`src/rtl/alu_addsub_seq.sv`:
```
// rtl/alu_addsub_seq.sv - chunk-serial adder/subtractor with ALU status flags
//
// Adds or subtracts two WIDTH-bit operands CHUNK bits per clock, rippling the
// carry through a register, then presents the result with Sign/Zero/Parity/
// Overflow/carry-out flags behind a valid/ready handshake.
//
// Ports:
//   clk, rst_n          clock, synchronous active-low reset
//   in_valid/in_ready   operand handshake (in_ready high only in IDLE)
//   A, B, Cin, Sub      operands, carry/borrow-in, 0=add 1=subtract
//   out_valid/out_ready result handshake
//   S, Cout             result and carry-out (sub: 1 means no borrow)
//   Sign, Zero, Parity, Overflow  status flags of S
module alu_addsub_seq #(
  parameter int WIDTH = 16,
  parameter int CHUNK = 4
) (
  input  logic             clk,
  input  logic             rst_n,
  input  logic             in_valid,
  output logic             in_ready,
  input  logic [WIDTH-1:0] A,
  input  logic [WIDTH-1:0] B,
  input  logic             Cin,
  input  logic             Sub,
  output logic             out_valid,
  input  logic             out_ready,
  output logic [WIDTH-1:0] S,
  output logic             Cout,
  output logic             Sign,
  output logic             Zero,
  output logic             Parity,
  output logic             Overflow
);

  localparam int NCH = WIDTH / CHUNK;
  localparam int CW  = (NCH > 1) ? $clog2(NCH) : 1;
  localparam logic [CW-1:0] LAST_CNT = CW'(NCH - 1);

  if ((WIDTH < 2) || (CHUNK < 1) || (CHUNK > WIDTH) || ((WIDTH % CHUNK) != 0)) begin : g_param_err
    $error("alu_addsub_seq: WIDTH must be >= 2 and a multiple of CHUNK");
  end

  typedef enum logic [1:0] {
    ST_IDLE,
    ST_RUN,
    ST_DONE
  } state_t;

  state_t           state_q, state_d;
  logic [WIDTH-1:0] a_q, a_d;
  logic [WIDTH-1:0] bx_q, bx_d;
  logic             carry_q, carry_d;
  logic [WIDTH-1:0] acc_q, acc_d;
  logic [CW-1:0]    cnt_q, cnt_d;
  logic [WIDTH-1:0] s_q, s_d;
  logic             cout_q, cout_d;
  logic             sign_q, sign_d;
  logic             zero_q, zero_d;
  logic             parity_q, parity_d;
  logic             ovf_q, ovf_d;
  logic             in_ready_q, in_ready_d;
  logic             out_valid_q, out_valid_d;

  logic [CHUNK:0]   chunk_sum;
  logic [WIDTH-1:0] acc_shift;
  logic             a_msb;
  logic             bx_msb;

  always_comb begin
    // Operands are consumed LSB-first; the low chunk always holds the bits
    // for the current step, so on the last step it holds the operand MSBs.
    chunk_sum = {1'b0, a_q[CHUNK-1:0]} + {1'b0, bx_q[CHUNK-1:0]} + (CHUNK+1)'(carry_q);
    acc_shift = (acc_q >> CHUNK) | (WIDTH'(chunk_sum[CHUNK-1:0]) << (WIDTH - CHUNK));
    a_msb     = a_q[CHUNK-1];
    bx_msb    = bx_q[CHUNK-1];

    state_d  = state_q;
    a_d      = a_q;
    bx_d     = bx_q;
    carry_d  = carry_q;
    acc_d    = acc_q;
    cnt_d    = cnt_q;
    s_d      = s_q;
    cout_d   = cout_q;
    sign_d   = sign_q;
    zero_d   = zero_q;
    parity_d = parity_q;
    ovf_d    = ovf_q;

    case (state_q)
      ST_IDLE: begin
        // in_ready_q gates acceptance so nothing is taken in the cycle
        // right after reset release.
        if (in_valid && in_ready_q) begin
          a_d     = A;
          bx_d    = Sub ? ~B : B;
          carry_d = Sub ? ~Cin : Cin;
          cnt_d   = '0;
          state_d = ST_RUN;
        end
      end
      ST_RUN: begin
        a_d     = a_q >> CHUNK;
        bx_d    = bx_q >> CHUNK;
        carry_d = chunk_sum[CHUNK];
        acc_d   = acc_shift;
        cnt_d   = cnt_q + CW'(1);
        if (cnt_q == LAST_CNT) begin
          s_d      = acc_shift;
          cout_d   = chunk_sum[CHUNK];
          sign_d   = acc_shift[WIDTH-1];
          zero_d   = (acc_shift == '0);
          parity_d = ~^acc_shift;
          ovf_d    = (a_msb & bx_msb & ~acc_shift[WIDTH-1]) |
                     (~a_msb & ~bx_msb & acc_shift[WIDTH-1]);
          state_d  = ST_DONE;
        end
      end
      ST_DONE: begin
        if (out_ready) begin
          state_d = ST_IDLE;
        end
      end
      default: state_d = ST_IDLE;
    endcase

    in_ready_d  = (state_d == ST_IDLE);
    out_valid_d = (state_d == ST_DONE);
  end

  always_ff @(posedge clk) begin
    if (!rst_n) begin
      state_q     <= ST_IDLE;
      a_q         <= '0;
      bx_q        <= '0;
      carry_q     <= 1'b0;
      acc_q       <= '0;
      cnt_q       <= '0;
      s_q         <= '0;
      cout_q      <= 1'b0;
      sign_q      <= 1'b0;
      zero_q      <= 1'b0;
      parity_q    <= 1'b0;
      ovf_q       <= 1'b0;
      in_ready_q  <= 1'b0;
      out_valid_q <= 1'b0;
    end else begin
      state_q     <= state_d;
      a_q         <= a_d;
      bx_q        <= bx_d;
      carry_q     <= carry_d;
      acc_q       <= acc_d;
      cnt_q       <= cnt_d;
      s_q         <= s_d;
      cout_q      <= cout_d;
      sign_q      <= sign_d;
      zero_q      <= zero_d;
      parity_q    <= parity_d;
      ovf_q       <= ovf_d;
      in_ready_q  <= in_ready_d;
      out_valid_q <= out_valid_d;
    end
  end

  assign in_ready  = in_ready_q;
  assign out_valid = out_valid_q;
  assign S         = s_q;
  assign Cout      = cout_q;
  assign Sign      = sign_q;
  assign Zero      = zero_q;
  assign Parity    = parity_q;
  assign Overflow  = ovf_q;

endmodule

```
`config.mk`:
```
export PLATFORM = sky130hd
export DESIGN_NAME = alu_addsub_seq
export DESIGN_NICKNAME = d
export VERILOG_FILES = /design/src/rtl/alu_addsub_seq.sv
export SDC_FILE = /design/constraint.sdc
export NUM_CORES = 1
export LEC_CHECK = 0
export ABC_AREA = 1
export BUFFER_PORTS_ARGS = -buffer_cell sky130_fd_sc_hd__buf_2
export CORE_MARGIN = 2
export CORE_UTILIZATION = 25
export CTS_CLUSTER_DIAMETER = 60
export DETAILED_ROUTE_END_ITERATION = 6
export HOLD_SLACK_MARGIN = 0.12
export MAX_ROUTING_LAYER = met4
export PLACE_DENSITY = 0.52
export SYNTH_ARGS = -nofsm -noshare
export SYNTH_HDL_FRONTEND = slang
export SYNTH_SLANG_ARGS = --single-unit
```
`constraint.sdc`:
```
create_clock -name clk -period 2.7 [get_ports clk]
set_input_delay 0.135 -clock clk [delete_from_list [all_inputs] [get_ports clk]]
set_output_delay 0.135 -clock clk [all_outputs]
set_load 0.05 [all_outputs]
```
==> impl_results.md, run 1 <==
- Outcome: finished clean
- Maximum number of pins on one net before global-route repair: 46
- Mean instance size in the synthesized netlist: 7.83 µm²
- Switching share of total power: 0.240
- Sequential power share: 0.404
- Drt wl/cell: around 12 µm
- Combinational fraction of design power: 0.134
- Total number of placement rows: just over 40
- Clock root buffer master: sky130_fd_sc_hd__clkbuf_16
- Global-route total usage across every layer: 0.126
- HPWL after detailed placement: about 5.6 mm
- Avg Vias per Cell: roughly 4.2
- Number of antenna violations at the first check in global routing: 0
- Kind of start point of the critical path: flip-flop
- Critical path endpoint category: flip-flop
- Vertical extent of the die: 118 µm
- Fmax achieved: 0.426 GHz
- Routed via count: 2801
- Number of global-route vias before repair: 2815
- Total length of routed wires: between 8 and 9 mm
- Final setup slack of the worst path: approximately 0.35 ns
- Sequential cell area fraction in the yosys report: 0.435
- CP top delay family: adder cells
- Cell area after synthesis: about 0.0033 mm²
- Pre-CTS setup slack: approximately 0.36 ns
- Congestion Overflow GR: 0
- Cell-by-cell trace of the critical path: inv_1 -> fa_1 -> fa_1 -> ha_1 -> inv_1 -> nand3_1 -> nand2_1 -> nand3_1 -> nand2_1 -> inv_1 -> nand2_1 -> nand3_1 -> nand2_1 -> inv_1
- Cell Count, Final, Fillers Out: between 600 and 700
- Time the final worst path needs with I/O delays and setup: 2.35 ns
- Detailed-route DRC error count: 0
- Boundary Pins: 61
- Pins over their slew limit: 0
- Largest fanout on the critical path: 3
- Most frequent cells in the layout: sky130_fd_sc_hd__dfxtp_1, sky130_fd_sc_hd__inv_1, sky130_fd_sc_hd__buf_2
- Clock transition at path regs: around 0.06 ns
- Diodes inserted: 0
- Synthesis Warnings: 0
- Switching power: approximately 0.66 mW
- Leading cell type in the layout, fill and taps excluded: sky130_fd_sc_hd__dfxtp_1
- Final setup skew: approximately 0.0084 ns
- Worst setup path category: flip-flop to flip-flop
- VDD IR-drop max: approximately 0.00034 V
- FF+latch count, synth: around 70
- Clock tree from TritonCTS: yes
- Sinks on Clock Net: slightly above 70
- Fraction of final layout cells with drive strength greater than 1: 0.179
- Data required time of the worst path: slightly below 3 ns
- Ratio of total power to cell area: roughly 660 mW/mm²
- Area of the core: ~0.013 mm²
- Signal arrival time at the worst endpoint: between 2 and 3 ns
- First-pass GRT wire length: about 14 mm
- Fraction of the cycle the final worst path needs: 0.869
- Clock group share of total power: 0.462
- Leakage Power: around 1.9 nW
- Biggest area contributors in the synthesized netlist: sky130_fd_sc_hd__dfxtp_1, sky130_fd_sc_hd__inv_1, sky130_fd_sc_hd__nand2_1
- Class of the most critical hold timing path: input port to flip-flop
- Floorplan die area: ~0.014 mm²
- Total of buffers placed on input and output ports: 60
- Final Net Count: between 500 and 600
- Slowest library cell on the worst path: sky130_fd_sc_hd__fa_1
- TritonCTS Buffers: 9
- Gpl congestion: slightly below 0.8
- Drt pass-1 iters: 4
- Synth Instances: about 420
- Initial DRC count: 93
- Number of violations of the max-capacitance limit: 0
- Residual antenna-violating net count after detailed routing: 0
- Count of unique library cells instantiated by Yosys: 29
- Top cell type by total area after synthesis: sky130_fd_sc_hd__dfxtp_1
- Fraction of synthesized cell area taken by the top area cell type: 0.435
- Placed instance count: ~630
- Horizontal die dimension: about 120 µm
- Endpoints failing setup: 0
- Number of nets in the synthesized netlist: between 400 and 500
- Crit path largest cell delay: slightly below 0.5 ns
- Headroom to the max-slew limit: 0.679
- RSZ-0062 raised after global routing: false
- # fillers: 1394
- Number of H-tree levels: 3
- Sum of negative setup slack: 0 ns
- P_int: about 2.1 mW
- Overall Power: 2.76 mW
- Clock latency of the later-clocked register in the worst-skew pair: 0.33 ns
- Final hold violations: 0
- Combined buffer and inverter count along the critical path: 4
- Starting Density: 0.258
- Worst-case clock buffer depth: 2
- Worst slew pin tran: just under 0.5 ns
- P&R area growth vs syn: 27.5%
## power groups by stage
stage	clock network (mW)	registers [mW]	logic, mW
4_1_cts	1.32	1.12	0.374
3_3_place_gp	0	1.14	0.348
5_1_grt	1.37	1.12	0.428
2_1_floorplan	0	1.14	0.268
6_report	1.28	1.12	0.371
3_5_place_dp	0	1.14	0.354
## stage by stage
step	hold slack (ns)	area [µm²]	utilization
after detailed placement	0.363	3680	0.290
after floorplan	0.270	3260	-
after global placement	0.359	3680	0.290
after CTS	0.122	4160	0.329
after global routing	0.138	4160	0.329
final	0.126	4160	0.329
## state kept, by name, summed over array words and instances (netlist names)
signal / flops
a_q: 16
bx_q: 16
Zero: 1
Overflow: 1
Cout: 1
acc_q: 12
in_ready: 1
S: 16
out_valid: 1
cnt_q: 2
carry_q: 1
state_q: 2
Parity: 1
## worst paths after layout
path	from	endpoint	slack, ns	cells after the start
min reg2reg	bx_q[12]$_SDFFE_PN0P_	bx_q[12]$_SDFFE_PN0P_	0.46	2
min	out_ready	in_ready$_SDFF_PN0_	0.13	3
max reg2reg	a_q[0]$_SDFFE_PN0P_	Parity$_SDFFE_PN0P_	0.35	14
max	a_q[0]$_SDFFE_PN0P_	Parity$_SDFFE_PN0P_	0.35	14
## cell usage after synthesis
master	instances
sky130_fd_sc_hd__a211oi_1	4
sky130_fd_sc_hd__a21oi_1	30
sky130_fd_sc_hd__a22oi_1	2
sky130_fd_sc_hd__buf_1	1
sky130_fd_sc_hd__buf_2	6
sky130_fd_sc_hd__buf_4	5
sky130_fd_sc_hd__buf_6	3
sky130_fd_sc_hd__clkbuf_1	6
sky130_fd_sc_hd__dfxtp_1	71
sky130_fd_sc_hd__fa_1	2
sky130_fd_sc_hd__ha_1	12
sky130_fd_sc_hd__inv_1	65
sky130_fd_sc_hd__inv_2	4
sky130_fd_sc_hd__nand2_1	50
sky130_fd_sc_hd__nand2_4	2
sky130_fd_sc_hd__nand3_1	13
sky130_fd_sc_hd__nand3b_1	1
sky130_fd_sc_hd__nand4_1	1
sky130_fd_sc_hd__nor2_1	46
sky130_fd_sc_hd__nor2_4	2
sky130_fd_sc_hd__nor3_1	6
sky130_fd_sc_hd__o211ai_1	2
sky130_fd_sc_hd__o21ai_0	36
sky130_fd_sc_hd__o21ai_1	4
sky130_fd_sc_hd__o221ai_1	4
sky130_fd_sc_hd__o221ai_2	2
sky130_fd_sc_hd__o22ai_1	19
sky130_fd_sc_hd__xnor2_1	12
sky130_fd_sc_hd__xor2_1	6
## logic make-up after synthesis
group	Yosys count	synth area share
compound gates	103	0.182
xor+xnor	18	0.0483
fa+ha+maj	14	0.0583
buf+inv	90	0.118
flops	71	0.435
simple gates	121	0.158
## timing repair
action | in CTS | in global routing
buffers inserted | 0 | 0
endpoints found under the hold margin | 16 | 0
hold buffers | 16 | 0
resized for setup | 0 | 0
## worst reg2reg max path, cell delays in order, from the launching register on
cell and delay [ns]:
sky130_fd_sc_hd__dfxtp_1 0.31, sky130_fd_sc_hd__inv_1 0.06, sky130_fd_sc_hd__fa_1 0.45, sky130_fd_sc_hd__fa_1 0.49, sky130_fd_sc_hd__ha_1 0.31, sky130_fd_sc_hd__inv_1 0.06
sky130_fd_sc_hd__nand3_1 0.07, sky130_fd_sc_hd__nand2_1 0.08, sky130_fd_sc_hd__nand3_1 0.07, sky130_fd_sc_hd__nand2_1 0.09, sky130_fd_sc_hd__inv_1 0.04, sky130_fd_sc_hd__nand2_1 0.05
sky130_fd_sc_hd__nand3_1 0.06, sky130_fd_sc_hd__nand2_1 0.06, sky130_fd_sc_hd__inv_1 0.03
## layer usage
metal / track usage / routed length, µm / vias up / share of wire
met5: - / 0 / - / 0
met4: 0.0452 / 35 / 0 / 0.0044
met3: 0.0367 / 301 / 2 / 0.038
li1: - / - / 1490 / -
met1: 0.148 / 3910 / 1249 / 0.49
met2: 0.204 / 3770 / 60 / 0.47
## layout make-up
type                    instances  area, µm²  area share
flip-flops and latches         71       1420       0.341
clock buffers                  13        260      0.0625
well taps                     172        215      0.0517
inverters                      69        259      0.0622
clock inverters                 3       65.1      0.0156
multi-input cells             256       1460       0.350
repair buffers                 79        483       0.116
No activity file was read; power rests on OpenSTA's default activity.
==> run 2: changes to the inputs <==
Settings changed: CTS_BUF_LIST set to sky130_fd_sc_hd__clkbuf_4.
==> run 2 against run 1 <==
Effect of this change: die area unchanged; clock skew increased by 0.012 ns; routed wire length increased by 1.2%.
==> impl_results.md, run 2 (synthesis gave the netlist of run 1 again) <==
- Clock latency of the later-clocked register in the worst-skew pair: ~0.43 ns
- Sum of negative setup slack: 0 ns
- Slowest library cell on the worst path: sky130_fd_sc_hd__fa_1
- Worst slew pin tran: around 0.48 ns
- Ratio of total power to cell area: around 540 mW/mm²
- Boundary Pins: 61
- Floorplan die area: 0.0140 mm²
- Diodes inserted: 0
- Congestion Overflow GR: 0
- VDD IR-drop max: ~0.00033 V
- P_int: roughly 1.6 mW
- Vertical extent of the die: 118 µm
- Clock transition at path regs: roughly 0.1 ns
- Headroom to the max-slew limit: 0.682
- Reg2Reg Capture Point: Parity$_SDFFE_PN0P_
- Largest fanout on the critical path: 3
- Number of global-route vias before repair: about 2900
- Final setup skew: around 0.021 ns
- Hold path cells: 5
- Switching power: approximately 0.61 mW
- Area of the core: 0.0127 mm²
- Setup slack on the worst flop-to-flop path: ~0.35 ns
- Launch point of the critical path: a_q[0]$_SDFFE_PN0P_
- Clock root buffer master: sky130_fd_sc_hd__clkbuf_4
- Kind of start point of the critical path: flip-flop
- Maximum number of pins on one net before global-route repair: 46
- Avg Vias per Cell: about 4.3
- Horizontal die dimension: between 100 and 150 µm
- Time the final worst path needs with I/O delays and setup: between 2 and 2.5 ns
- Residual antenna-violating net count after detailed routing: 0
- Pins over their slew limit: 0
- Most frequent cells in the layout: sky130_fd_sc_hd__dfxtp_1, sky130_fd_sc_hd__inv_1, sky130_fd_sc_hd__buf_2
- Worst-case clock buffer depth: 2
- Leading cell type in the layout, fill and taps excluded: sky130_fd_sc_hd__dfxtp_1
- Combinational fraction of design power: 0.173
- Number of antenna violations at the first check in global routing: 0
- RSZ-0062 raised after global routing: false
- Total number of placement rows: around 40
- Fmax achieved: 0.425 GHz
- Fin util: 0.329
- First-pass GRT wire length: 13.8 mm
- Gpl congestion: slightly below 0.8
- Initial DRC count: 110
- P&R area growth vs syn: 27.8%
- Fraction of the cycle the final worst path needs: 0.871
- Total length of routed wires: 8.11 mm
- Number of violations of the max-capacitance limit: 0
- Detailed-route DRC error count: 0
- Critical path endpoint category: flip-flop
- Leakage Power: approximately 1.9 nW
- Routed via count: between 2000 and 3000
- Endpoints failing setup: 0
- Final Net Count: between 500 and 600
- Worst setup path end: Parity$_SDFFE_PN0P_
- HPWL after detailed placement: about 5.6 mm
- Data required time of the worst path: roughly 3.0 ns
- PostCTS Resize Cnt: 0
- Global-route total usage across every layer: 0.127
- Fraction of final layout cells with drive strength greater than 1: 0.173
- Number of H-tree levels: 3
- R2r startpoint: a_q[0]$_SDFFE_PN0P_
- Total of buffers placed on input and output ports: 60
- Starting Density: 0.258
- Final hold violations: 0
- Sinks on Clock Net: 71
- Sequential power share: 0.493
- Signal arrival time at the worst endpoint: 2.68 ns
- Switching share of total power: 0.270
- Drt wl/cell: between 10 and 15 µm
- Clock group share of total power: 0.334
- TritonCTS Buffers: 9
- Cell-by-cell trace of the critical path: inv_1 -> fa_1 -> fa_1 -> ha_1 -> inv_1 -> nand3_1 -> nand2_1 -> nand3_1 -> nand2_1 -> inv_1 -> nand2_1 -> nand3_1 -> nand2_1 -> inv_1
- Worst setup path category: flip-flop to flip-flop
- Number of cells on the worst reg-to-reg path: 14
- Crit path largest cell delay: roughly 0.49 ns
- Clock tree from TritonCTS: yes
- Class of the most critical hold timing path: input port to flip-flop
- Drt pass-1 iters: 4
- Outcome: finished clean
-- run 2: changes by cell type in the layout (fill, tap and decap cells not counted) --
cell | before | now
sky130_fd_sc_hd__clkbuf_1 | 2 | 0
sky130_fd_sc_hd__clkbuf_16 | 9 | 0
sky130_fd_sc_hd__clkbuf_4 | 0 | 11
sky130_fd_sc_hd__clkbuf_8 | 2 | 0
sky130_fd_sc_hd__clkinv_1 | 0 | 2
sky130_fd_sc_hd__dlygate4sd3_1 | 16 | 34
-- run 2: metal layers --
metal | vias up | track usage | wire [µm]
li1 | 1529 | - | -
met1 | 1307 | 0.150 | 3880
met2 | 76 | 0.212 | 3750
met3 | 6 | 0.0434 | 417
met4 | 0 | 0.0248 | 61
met5 | - | - | 0
-- run 2: critical path: cells and delay by family, from the launching register on --
family,cells,cell delay [ns]
fa+ha+maj,3,1.25
simple gates,7,0.49
flops,1,0.32
buf+inv,4,0.19
-- run 2: layout make-up --
class	instances	area [µm²]
inverters	69	259
flip-flops and latches	71	1420
clock buffers	11	82.6
well taps	172	215
fillers	1404	8500
multi-input cells	256	1460
clock inverters	5	72.6
repair buffers	97	663
-- run 2: per-stage QoR --
stage / setup WS [ns] / hold WS, ns / cells / area [µm²] / total power [mW]
after floorplan: 0.499 / 0.270 / 417 / 3260 / 1.41
after global placement: 0.425 / 0.359 / 631 / 3680 / 1.48
after detailed placement: 0.362 / 0.363 / 631 / 3680 / 1.49
after CTS: 0.342 / 0.141 / 681 / 4170 / 2.29
after global routing: 0.137 / 0.168 / 681 / 4170 / 2.41
final: 0.349 / 0.176 / 681 / 4170 / 2.26
-- run 2: how the worst min path moves through the flow --
| stage | to | slack, ns | startpoint |
|---|---|---|---|
| after floorplan | a_q[14]$_SDFFE_PN0P_ | 0.27 | A[14] |
| after global placement | a_q[10]$_SDFFE_PN0P_ | 0.36 | A[10] |
| after detailed placement | a_q[14]$_SDFFE_PN0P_ | 0.36 | A[14] |
| after CTS | bx_q[1]$_SDFFE_PN0P_ | 0.14 | B[1] |
| after global routing | bx_q[1]$_SDFFE_PN0P_ | 0.17 | B[1] |
| final | bx_q[15]$_SDFFE_PN0P_ | 0.18 | in_valid |
-- run 2: power by group through the flow --
stage	clock network [mW]	registers, mW	logic (mW)
2_1_floorplan	0	1.14	0.268
3_3_place_gp	0	1.14	0.348
3_5_place_dp	0	1.14	0.354
4_1_cts	0.782	1.11	0.393
5_1_grt	0.836	1.12	0.449
6_report	0.753	1.11	0.391
-- run 2: repair_timing --
item | CTS | global route
setup buffers | 0 | 0
endpoints found under the hold margin | 36 | 0
hold buffers | 34 | 0
